[src/rtl/modexp_pkg.sv]
// Shared types and width derivations for the modular exponentiation unit.
package modexp_pkg;

    // Sequencer states; NEXT is the scan-advance step between bit positions.
    typedef enum logic [2:0] {
        IDLE,
        PRE_X,
        PRE_A,
        MUL,
        SQR,
        NEXT,
        POST,
        FIN
    } state_e;

    // Internal Montgomery width: two guard bits keep the partial sum below 2^IW.
    function automatic int iw_of(input int width);
        return width + 2;
    endfunction

    // Cycles per Montgomery product: IW add/shift steps plus one reduce step.
    function automatic int l_of(input int width);
        return width + 3;
    endfunction

    localparam int DEF_WIDTH = 8;
    localparam int DEF_IW    = iw_of(DEF_WIDTH);
    localparam int DEF_L     = l_of(DEF_WIDTH);

endpackage

[src/rtl/mmm_serial.sv]
// Bit-serial Montgomery multiplier: R = A*B*2^-IW mod M, fully reduced.
// A go cycle loads the operands and performs the first add/shift step;
// IW-1 further steps follow, then rdy flags the final cycle in which R is
// the conditionally-subtracted accumulator. go restarts it at any time.
module mmm_serial
    import modexp_pkg::*;
#(
    parameter int WIDTH = 8
) (
    input  logic             clk,
    input  logic             rstb,
    input  logic             ena,
    input  logic             go,
    input  logic [WIDTH-1:0] A,
    input  logic [WIDTH-1:0] B,
    input  logic [WIDTH-1:0] M,
    output logic [WIDTH-1:0] R,
    output logic             rdy
);

    localparam int IW = iw_of(WIDTH);
    localparam int CW = $clog2(IW + 1);

    logic          run_q, run_d;
    logic [CW-1:0] cnt_q, cnt_d;
    logic [IW-1:0] acc_q, acc_d;
    logic [IW-1:0] a_q, a_d;
    logic [IW-1:0] b_q, b_d;
    logic [IW-1:0] m_q, m_d;
    logic [IW-1:0] red;

    // One step: add the selected multiplicand, make it even with M, halve.
    function automatic logic [IW-1:0] mstep(input logic [IW-1:0] acc, input logic abit,
                                            input logic [IW-1:0] b, input logic [IW-1:0] m);
        logic [IW:0] t;
        t = {1'b0, acc} + (abit ? {1'b0, b} : '0);
        if (t[0]) t = t + {1'b0, m};
        return t[IW:1];
    endfunction

    // Load on go, otherwise iterate until the reduce cycle, then go idle.
    always_comb begin
        run_d = run_q;
        cnt_d = cnt_q;
        acc_d = acc_q;
        a_d   = a_q;
        b_d   = b_q;
        m_d   = m_q;
        if (go) begin
            b_d   = {{(IW-WIDTH){1'b0}}, B};
            m_d   = {{(IW-WIDTH){1'b0}}, M};
            acc_d = mstep('0, A[0], b_d, m_d);
            a_d   = {{(IW-WIDTH){1'b0}}, A} >> 1;
            cnt_d = CW'(1);
            run_d = 1'b1;
        end else if (run_q) begin
            if (cnt_q != CW'(IW)) begin
                acc_d = mstep(acc_q, a_q[0], b_q, m_q);
                a_d   = a_q >> 1;
                cnt_d = cnt_q + CW'(1);
            end else begin
                run_d = 1'b0;
            end
        end
    end

    // Accumulator is below 2M after IW steps, so one subtract reduces it.
    always_comb begin
        red = (acc_q >= m_q) ? (acc_q - m_q) : acc_q;
    end

    assign R   = WIDTH'(red);
    assign rdy = run_q && !go && (cnt_q == CW'(IW));

    // Datapath registers, frozen while ena is low.
    always_ff @(posedge clk or negedge rstb) begin
        if (!rstb) begin
            run_q <= 1'b0;
            cnt_q <= '0;
            acc_q <= '0;
            a_q   <= '0;
            b_q   <= '0;
            m_q   <= '0;
        end else if (ena) begin
            run_q <= run_d;
            cnt_q <= cnt_d;
            acc_q <= acc_d;
            a_q   <= a_d;
            b_q   <= b_d;
            m_q   <= m_d;
        end
    end

endmodule

[src/rtl/modexp_unit.sv]
// Modular exponentiation C = P^E mod M using right-to-left binary scanning
// over a single shared Montgomery multiplier. Operations are chained with
// no gap cycles: the completing product's last cycle also selects the next
// operation, so latency is exactly K*L+1 cycles.
module modexp_unit
    import modexp_pkg::*;
#(
    parameter int WIDTH     = 8,
    parameter int EXP_WIDTH = 8
) (
    input  logic                 clk,
    input  logic                 rstb,
    input  logic                 ena,
    input  logic                 clear,
    input  logic                 start,
    input  logic [WIDTH-1:0]     P,
    input  logic [EXP_WIDTH-1:0] E,
    input  logic [WIDTH-1:0]     M,
    input  logic [WIDTH-1:0]     Const,
    output logic [WIDTH-1:0]     C,
    output logic                 busy,
    output logic                 done,
    output logic                 err
);

    localparam int IDXW = $clog2(EXP_WIDTH) + 1;

    state_e               state_q, state_d;
    logic [WIDTH-1:0]     p_q, p_d, m_q, m_d, k_q, k_d;
    logic [WIDTH-1:0]     x_q, x_d, a_q, a_d, c_q, c_d;
    logic [EXP_WIDTH-1:0] e_q, e_d;
    logic [IDXW-1:0]      idx_q, idx_d;
    logic                 first_q, first_d;
    logic                 busy_q, busy_d, done_q, done_d, err_q, err_d;

    logic [WIDTH-1:0]     mul_a, mul_b, mul_r;
    logic                 mul_rdy;

    // Work for bit j: multiply if set, else square if a higher bit is set, else finish.
    function automatic state_e bit_state(input logic [EXP_WIDTH-1:0] e, input logic [IDXW-1:0] j);
        logic [EXP_WIDTH-1:0] s;
        s = e >> j;
        if (s[0])             return MUL;
        else if ((s >> 1) != '0) return SQR;
        else                  return POST;
    endfunction

    // Operand routing into the shared multiplier for the active operation.
    always_comb begin
        mul_a = '0;
        mul_b = '0;
        case (state_q)
            PRE_X:   begin mul_a = p_q;         mul_b = k_q;         end
            PRE_A:   begin mul_a = WIDTH'(1);   mul_b = k_q;         end
            MUL:     begin mul_a = a_q;         mul_b = x_q;         end
            SQR:     begin mul_a = x_q;         mul_b = x_q;         end
            POST:    begin mul_a = a_q;         mul_b = WIDTH'(1);   end
            default: begin mul_a = '0;          mul_b = '0;          end
        endcase
    end

    mmm_serial #(.WIDTH(WIDTH)) u_mmm (
        .clk  (clk),
        .rstb (rstb),
        .ena  (ena),
        .go   (first_q),
        .A    (mul_a),
        .B    (mul_b),
        .M    (m_q),
        .R    (mul_r),
        .rdy  (mul_rdy)
    );

    // Sequencer: next state, operand latching, scan index and result flags.
    always_comb begin
        state_d = state_q;
        p_d     = p_q;
        e_d     = e_q;
        m_d     = m_q;
        k_d     = k_q;
        x_d     = x_q;
        a_d     = a_q;
        c_d     = c_q;
        idx_d   = idx_q;
        first_d = 1'b0;
        busy_d  = busy_q;
        done_d  = 1'b0;
        err_d   = err_q;
        if (clear) begin
            state_d = IDLE;
            busy_d  = 1'b0;
            err_d   = 1'b0;
            c_d     = '0;
        end else begin
            case (state_q)
                IDLE: if (start) begin
                    p_d    = P;
                    e_d    = E;
                    m_d    = M;
                    k_d    = Const;
                    x_d    = '0;
                    a_d    = '0;
                    c_d    = '0;
                    idx_d  = '0;
                    busy_d = 1'b1;
                    err_d  = 1'b0;
                    // Even modulus has no Montgomery inverse: skip straight to the error exit.
                    if (!M[0])          state_d = FIN;
                    else if (E == '0)   state_d = PRE_A;
                    else                state_d = PRE_X;
                    first_d = M[0];
                end
                PRE_X: if (mul_rdy) begin
                    x_d     = mul_r;
                    state_d = PRE_A;
                    first_d = 1'b1;
                end
                PRE_A: if (mul_rdy) begin
                    a_d     = mul_r;
                    state_d = (e_q == '0) ? POST : bit_state(e_q, '0);
                    first_d = 1'b1;
                end
                MUL: if (mul_rdy) begin
                    a_d     = mul_r;
                    state_d = (((e_q >> idx_q) >> 1) != '0) ? SQR : POST;
                    first_d = 1'b1;
                end
                // Squaring ends a bit position; the index advance is folded in here.
                SQR: if (mul_rdy) begin
                    x_d     = mul_r;
                    idx_d   = idx_q + IDXW'(1);
                    state_d = bit_state(e_q, idx_q + IDXW'(1));
                    first_d = 1'b1;
                end
                NEXT: begin
                    state_d = bit_state(e_q, idx_q);
                    first_d = 1'b1;
                end
                POST: if (mul_rdy) begin
                    c_d     = mul_r;
                    done_d  = 1'b1;
                    busy_d  = 1'b0;
                    state_d = FIN;
                end
                FIN: begin
                    busy_d  = 1'b0;
                    state_d = IDLE;
                    if (!m_q[0]) begin
                        done_d = 1'b1;
                        err_d  = 1'b1;
                    end
                end
                default: state_d = IDLE;
            endcase
        end
    end

    // State and operand registers; everything holds while ena is low.
    always_ff @(posedge clk or negedge rstb) begin
        if (!rstb) begin
            state_q <= IDLE;
            p_q     <= '0;
            e_q     <= '0;
            m_q     <= '0;
            k_q     <= '0;
            x_q     <= '0;
            a_q     <= '0;
            c_q     <= '0;
            idx_q   <= '0;
            first_q <= 1'b0;
            busy_q  <= 1'b0;
            done_q  <= 1'b0;
            err_q   <= 1'b0;
        end else if (ena) begin
            state_q <= state_d;
            p_q     <= p_d;
            e_q     <= e_d;
            m_q     <= m_d;
            k_q     <= k_d;
            x_q     <= x_d;
            a_q     <= a_d;
            c_q     <= c_d;
            idx_q   <= idx_d;
            first_q <= first_d;
            busy_q  <= busy_d;
            done_q  <= done_d;
            err_q   <= err_d;
        end
    end

    assign C    = c_q;
    assign busy = busy_q;
    assign done = done_q;
    assign err  = err_q;

endmodule

[config.mk]
export PLATFORM = sky130hd
export DESIGN_NAME = modexp_unit
export DESIGN_NICKNAME = d
export VERILOG_FILES = /design/src/rtl/modexp_pkg.sv /design/src/rtl/mmm_serial.sv /design/src/rtl/modexp_unit.sv
export SDC_FILE = /design/constraint.sdc
export NUM_CORES = 1
export LEC_CHECK = 0
export ABC_CLOCK_PERIOD_IN_PS = 4800
export BUFFER_PORTS_ARGS = -buffer_cell sky130_fd_sc_hd__buf_2
export CELL_PAD_IN_SITES_DETAIL_PLACEMENT = 1
export CELL_PAD_IN_SITES_GLOBAL_PLACEMENT = 2
export CORE_MARGIN = 4
export CORE_UTILIZATION = 25
export CTS_CLUSTER_SIZE = 10
export DETAILED_ROUTE_END_ITERATION = 7
export GPL_TIMING_DRIVEN = 0
export PLACE_DENSITY = 0.68
export SYNTH_ARGS = -nofsm -noshare
export SYNTH_HDL_FRONTEND = slang
export SYNTH_HIERARCHICAL = 1
export SYNTH_SLANG_ARGS = --single-unit
[constraint.sdc]
create_clock -name clk -period 4.8 [get_ports clk]
set_clock_uncertainty 0.05 [all_clocks]
set_input_delay 1.2 -clock clk [delete_from_list [all_inputs] [get_ports clk]]
set_output_delay 1.2 -clock clk [all_outputs]
set_load 0.03 [all_outputs]
After elaboration in Yosys (flattened, before gate mapping)
Index checks and enable logic that the tools add are counted.
{"block": "word_totals", "wordCells": 142, "in_bits": 37, "regBits": 108, "out_inout_bits": 11}
{"block": "classes", "add_sub_neg": 6, "eq_ne": 20, "muxes": 60, "order_cmp": 1, "n_bitwise": 1, "n_shift": 2, "reduce_logical": 33}
{"cell": "10-bit 2-to-1 mux", "count": 6}
{"cell": "8-bit 2-to-1 mux", "count": 6}
{"cell": "8-bit case mux with 2 select lines", "count": 3}
{"cell": "3-bit 2-to-1 mux", "count": 12}
{"cell": "8-bit case mux with 4 select lines", "count": 1}
{"cell": "3-bit case mux with 8 select lines", "count": 1}
{"cell": "8-bit case mux with 3 select lines", "count": 1}
{"cell": "8-bit nonzero test", "count": 3}
{"cell": "11-bit by 8-bit adder with 11-bit output", "count": 2}
{"cell": "11-bit 2-to-1 mux", "count": 2}
{"cell": "3-bit != test, second input constant", "count": 7}
{"cell": "4-bit 2-to-1 mux", "count": 5}
{"cell": "8-bit logical NOT", "count": 2}
{"cell": "4-bit AND reduction", "count": 4}
{"cell": "8-bit by 4-bit right shift with 8-bit output", "count": 2}
{"cell": "5-bit AND reduction", "count": 3}
{"cell": "1-bit 2-to-1 mux", "count": 14}
{"cell": "3-bit equality test, second input constant", "count": 4}
{"cell": "10-bit by 8-bit adder with 11-bit output", "count": 1}
{"cell": "10-bit by 8-bit >= comparator with 1-bit output", "count": 1}
{"cell": "2-bit nonzero test", "count": 5}
{"cell": "2-bit OR reduction", "count": 5}
{"cell": "4-bit by 1-bit adder with 4-bit output, second input constant", "count": 2}
{"cell": "2-bit 2-to-1 mux", "count": 4}
{"cell": "20 further kinds", "count": 27}

Longest topological paths before layout
{"block": "depth", "depth_word": 8, "ltp_mapped": 17, "ltp_nobuf": 15}

Modules after synthesis
Netlist, hierarchy kept.
{"mod": "modexp_unit", "area_per_inst_um2": 3791.1, "instances": 1, "cells_per_inst": 402}
{"mod": "mmm_serial", "area_per_inst_um2": 3330.7, "instances": 1, "cells_per_inst": 368}

Worst setup path before layout
No wires, ideal clock.
{"block": "synth_timing", "path_kind": "flip-flop to flip-flop", "start": "register state_q[1]", "end": "register u_mmm.acc_q[7]", "path_stages_with_launch": 16, "setup_time_ps": 142, "slack_ps": 1436, "n_path_buf": 4, "arrival_time_ps": 3173, "synth_period_minus_slack_ps": 3364, "required_time_ps": 4608, "cell_sequence": "dfrtp_1 > buf_2 > clkbuf_1 > buf_2 > a211oi_1 > a21oi_1 > clkbuf_1 > and2_1 > ha_1 > nor2b_1 > o21a_1 > o21a_1 > o31a_1 > o21a_1 > o2111ai_1 > o221ai_1"}
{"block": "synth_between", "elab_chain_len": 7}
{"item": "from (decl)", "line_no": "modexp_unit.sv:28", "rtl": "state_e state_q, state_d;"}
{"item": "from (signal assigned)", "line_no": "modexp_unit.sv:175", "rtl": "state_q <= state_d;"}
{"item": "3-bit equality test / 3-bit by 2-bit equality test with 1-bit output (equally long branches)", "line_no": "modexp_unit.sv:52", "rtl": "case (state_q)"}
{"item": "2-bit OR reduction (no source line)"}
{"item": "8-bit case mux with 4 select lines (*)", "line_no": "modexp_unit.sv:52"}
{"item": "named net mul_a[0]", "line_no": "modexp_unit.sv:36", "rtl": "logic [WIDTH-1:0] mul_a, mul_b, mul_r;"}
{"item": "8-bit 2-to-1 mux (*)", "line_no": "mmm_serial.sv:36", "rtl": "t = {1'b0, acc} + (abit ? {1'b0, b} : '0);"}
{"item": "11-bit by 8-bit adder with 11-bit output", "line_no": "mmm_serial.sv:37", "rtl": "if (t[0]) t = t + {1'b0, m};"}
{"item": "11-bit 2-to-1 mux (*)", "line_no": "mmm_serial.sv:37"}
{"item": "10-bit 2-to-1 mux (*)", "line_no": "mmm_serial.sv:49", "rtl": "if (go) begin"}
{"item": "to (signal assigned)", "line_no": "mmm_serial.sv:80", "rtl": "acc_q <= '0;"}
{"item": "to (signal assigned)", "line_no": "mmm_serial.sv:87", "rtl": "acc_q <= acc_d;"}
{"item": "to (decl)", "line_no": "mmm_serial.sv:26", "rtl": "logic [IW-1:0] acc_q, acc_d;"}
The timed path passes the listed nets; every way through them passes the cells marked *.
A chain may end at the register's enable or synchronous reset.

Worst setup path in the final report
Same ends and word-level chain as after synthesis.

==> qor.yml <==
run_status:
  status: "complete, no violations"
clock_network:
  tritoncts_num_sinks: 105
  clockRootBuffer: "clkbuf_16"
  numCtsBuffers: 9
  htreeDepth: 3
  cts_post_setup_buffers_inserted: 0
  cts_tree: "built"
  clkLatencyLatePin_ns: 0.35
  clock_input_transition_at_the_sequential_cells_of_the_worst_setup_and_hold_paths_ns: 0.08
  clock_path_buffers: 2
  cts_resized: 0
finish:
  num-nets-final: 904
  register_area_mm2: 0.00263
  fill_cells: 3328
  num_antenna_cells: 0
  area.growth.synth_to_final_pct: 14.8
  combined_area_of_the_multi_input_logic_cells_mm2: 0.00415
  final_layout_size_suffix_gt1_frac: 0.161
synthesis:
  synth_compound_area_frac: 0.198
  post_synth_mux_area_share: 0.123
  post_synth_num_cell_types: 74
  asyncSetResetFlopFracSynth: 1.00
  syn_area_per_cell_um2: 9.25
  synth_simple_gate_area_frac: 0.161
  ys_warn_count: 6
  synth_area_in_adders: 0.0727
  ys_seq_area_frac: 0.369
  synth_xor_area_frac: 0.0283
  main_combinational_cell_family_by_area_after_synthesis: "compound AO/OA/AOI/OAI gates"
  synth-main-ff-cell: "dfrtp_1"
  synth.ff_latch_count: 105
  syn-num-nets: 846
  synthCells: 770
  mappedNetlistArea_mm2: 0.00712
  number_of_flops_mapped_to_enable_cells_by_yosys: 0
timing:
  timing.final.crit_share: 0.904
  finalWorstPathRequiredPeriod_ns: 4.34
  final-hold-violation-count: 0
  max_slew.worst_pin.slew_ns: 0.737
  grt_setup_unrepaired: "false"
  max_slew_margin: 0.504
  setup_viol: 0
  timing_max_transition_violations_final: 0
  achievable-frequency_mhz: 230
  sum_neg_setup_slack_ns: 0
job:
  max_cap_violations: 0
power_and_ir_drop:
  static-leakage-power_uw: 0.00350
  powerDensity_mw_per_mm2: 674
  max-vdd-ir-drop_v: 0.000198
  power_uw: 5510
critical_path:
  required_ns: 4.96
  crit_path_max_fanout: 19
  reg2regPathDepth: 14
  r2r_setup_slack_ns: 0.46
  critical_path_startpoint: "state_q[1]$_DFFE_PN0P_"
  reg2reg_to: "u_mmm/acc_q[7]$_DFFE_PN0P_"
  critPathLaunchType: "register"
  worst-setup-path-type: "register to register"
  type_of_destination_of_the_critical_path: "register"
  worst_r2r_startpoint: "state_q[1]$_DFFE_PN0P_"
  arrival_time_at_the_worst_endpoint_ns: 4.50
  worstSetupEndpoint: "u_mmm/acc_q[7]$_DFFE_PN0P_"
global_route:
  grt.total_usage: 0.153
  number_of_global_route_vias_before_repair: 6226
  grt_max_degree: 82
  first_pass_grt_wire_length_um: 37500
  gr-total-overflow: 0
  antenna_found_initial: 0
die:
  initial_utilization: 0.255
  die-area_mm2: 0.0313
  core_area_mm2: 0.0279
  fp-row-count: 61
  die-height_um: 177
  pin_count: 48
  die_x_um: 177
drt:
  detailedRoute.firstPassIterationCount: 4
  post_route_wl_um: 23100
  num_vias: 5922
  detail_route.vias_per_cell: 4.89
  drt.antenna.violating_nets: 0
  drt_iter0_drc: 305
  route.detailed.wl_per_inst_um: 19.1
  drc_errors: 0
placement:
  io_buffer_count: 47
  hpwl_um: 17800
  routabilityCongestion: 0.820
worst_hold_path:
  worstHoldPathType: "register to register"
## state kept, by name, indices dropped and copies added (netlist names), 7 cells and up
signal	flops
x_q	8
u_mmm/a_q	7
p_q	8
C	8
m_q	8
u_mmm/acc_q	10
k_q	8
a_q	8
e_q	8
u_mmm/b_q	8
u_mmm/m_q	8
## power breakdown
group / switching [uW] / total [uW] / internal, uW
Combinational: 1810 / 3110 / 1300
Clock: 356 / 814 / 458
Sequential: 364 / 1590 / 1220
## stage by stage
| step | area, um2 | hold WS, ns | util | std cells | worst slack, ns |
|---|---|---|---|---|---|
| 2_1_floorplan | 7120 | 0.392 | - | 770 | 1.44 |
| 3_3_place_gp | 7830 | 0.413 | 0.280 | 1195 | 0.158 |
| 3_5_place_dp | 7860 | 0.422 | 0.282 | 1196 | 0.172 |
| 4_1_cts | 8180 | 0.437 | 0.293 | 1212 | 0.144 |
| 5_1_grt | 8170 | 0.471 | 0.293 | 1211 | 0.236 |
| 6_report | 8170 | 0.435 | 0.293 | 1211 | 0.458 |
## worst min-delay path by stage
stage                              from                  endpoint  slack, ns  cells after the start
2_1_floorplan  u_mmm/b_q[0]$_DFFE_PN0P_  u_mmm/b_q[0]$_DFFE_PN0P_       0.39                      2
3_3_place_gp           C[2]$_DFFE_PN0P_          C[2]$_DFFE_PN0P_       0.41                      2
3_5_place_dp           C[5]$_DFFE_PN0P_          C[5]$_DFFE_PN0P_       0.42                      2
4_1_cts                C[5]$_DFFE_PN0P_          C[5]$_DFFE_PN0P_       0.44                      2
5_1_grt              a_q[5]$_DFFE_PN0P_        a_q[5]$_DFFE_PN0P_       0.47                      2
6_report               C[7]$_DFFE_PN0P_          C[7]$_DFFE_PN0P_       0.43                      2
## final cells by class
| class | count | share of cell area |
|---|---|---|
| Clock buffer | 11 | 0.0285 |
| Buffer | 41 | 0.0276 |
| Sequential cell | 105 | 0.321 |
| Clock inverter | 5 | 0.00980 |
| Multi-Input combinational cell | 593 | 0.508 |
| Timing Repair Buffer | 48 | 0.0329 |
| Inverter | 30 | 0.0138 |
| Tap cell | 378 | 0.0579 |
## layout by cell type (no fill, tap or decap), types with 9 or more instances in the layout
| master | instances |
|---|---|
| dfrtp_1 | 105 |
| o21ai_1 | 44 |
| xnor2_1 | 16 |
| a21oi_1 | 40 |
| o21a_1 | 9 |
| mux2_1 | 29 |
| nor3_1 | 14 |
| o21ai_0 | 28 |
| ha_1 | 35 |
| nand2_1 | 108 |
| clkbuf_1 | 18 |
| a22oi_1 | 16 |
| o22ai_1 | 25 |
| and2_1 | 17 |
| mux2i_1 | 16 |
| nor2_1 | 31 |
| inv_1 | 27 |
| nand3_1 | 14 |
| nor2b_1 | 12 |
| clkbuf_16 | 9 |
| mux2_2 | 21 |
| buf_2 | 61 |
## routing by layer
metal | vias to the layer above | wire [um] | track usage
li1 | 2895 | - | -
met1 | 2942 | 11900 | 0.231
met2 | 73 | 10300 | 0.236
met3 | 12 | 775 | 0.0192
met4 | 0 | 232 | 0.0319
met5 | - | 0 | 0
## critical path: stages (launching register included)
cell and delay [ns]:
dfrtp_1 0.51, buf_2 0.43, buf_2 0.37, a211oi_1 0.08, a21oi_1 0.38, clkbuf_1 0.44
and2_1 0.21, ha_1 0.26, nor2b_1 0.15, o21a_1 0.19, o21a_1 0.21, o31a_1 0.28
o21a_1 0.20, o2111ai_1 0.28, o221ai_1 0.15
## cell families after synthesis
logic type,count (synthesis)
DFF,105
AOI/OAI and AO/OA,219
adders and majority gates,39
buffers and inverters,72
muxes,75
xor gates and xnor gates,23
and+or+nand+nor,237
## cells in the mapped netlist (all sizes together) (5+ instances only)
library cell,number,share of area
inv,29,0.015
o22ai,25,0.022
mux2i,16,0.022
nor4,7,0.0083
o21ai,74,0.054
ha,35,0.061
a21o,7,0.0074
nor2,32,0.017
o31ai,5,0.0053
a211oi,6,0.0063
clkbuf,17,0.0090
mux2,57,0.094
a21oi,42,0.032
dfrtp,105,0.37
nor2b,12,0.011
nand2,108,0.057
xor2,7,0.0086
a22oi,16,0.017
nand3,14,0.0098
and2,17,0.015
nand2b,5,0.0054
nor3,16,0.013
buf,25,0.023
xnor2,16,0.020
o21a,9,0.0095
## timing repair
item | CTS | global route
hold endpoints to repair | 0 | 0
setup endpoints to repair | 0 | 2
hold buffers | 0 | 0
(Power assumes the default switching activity.)
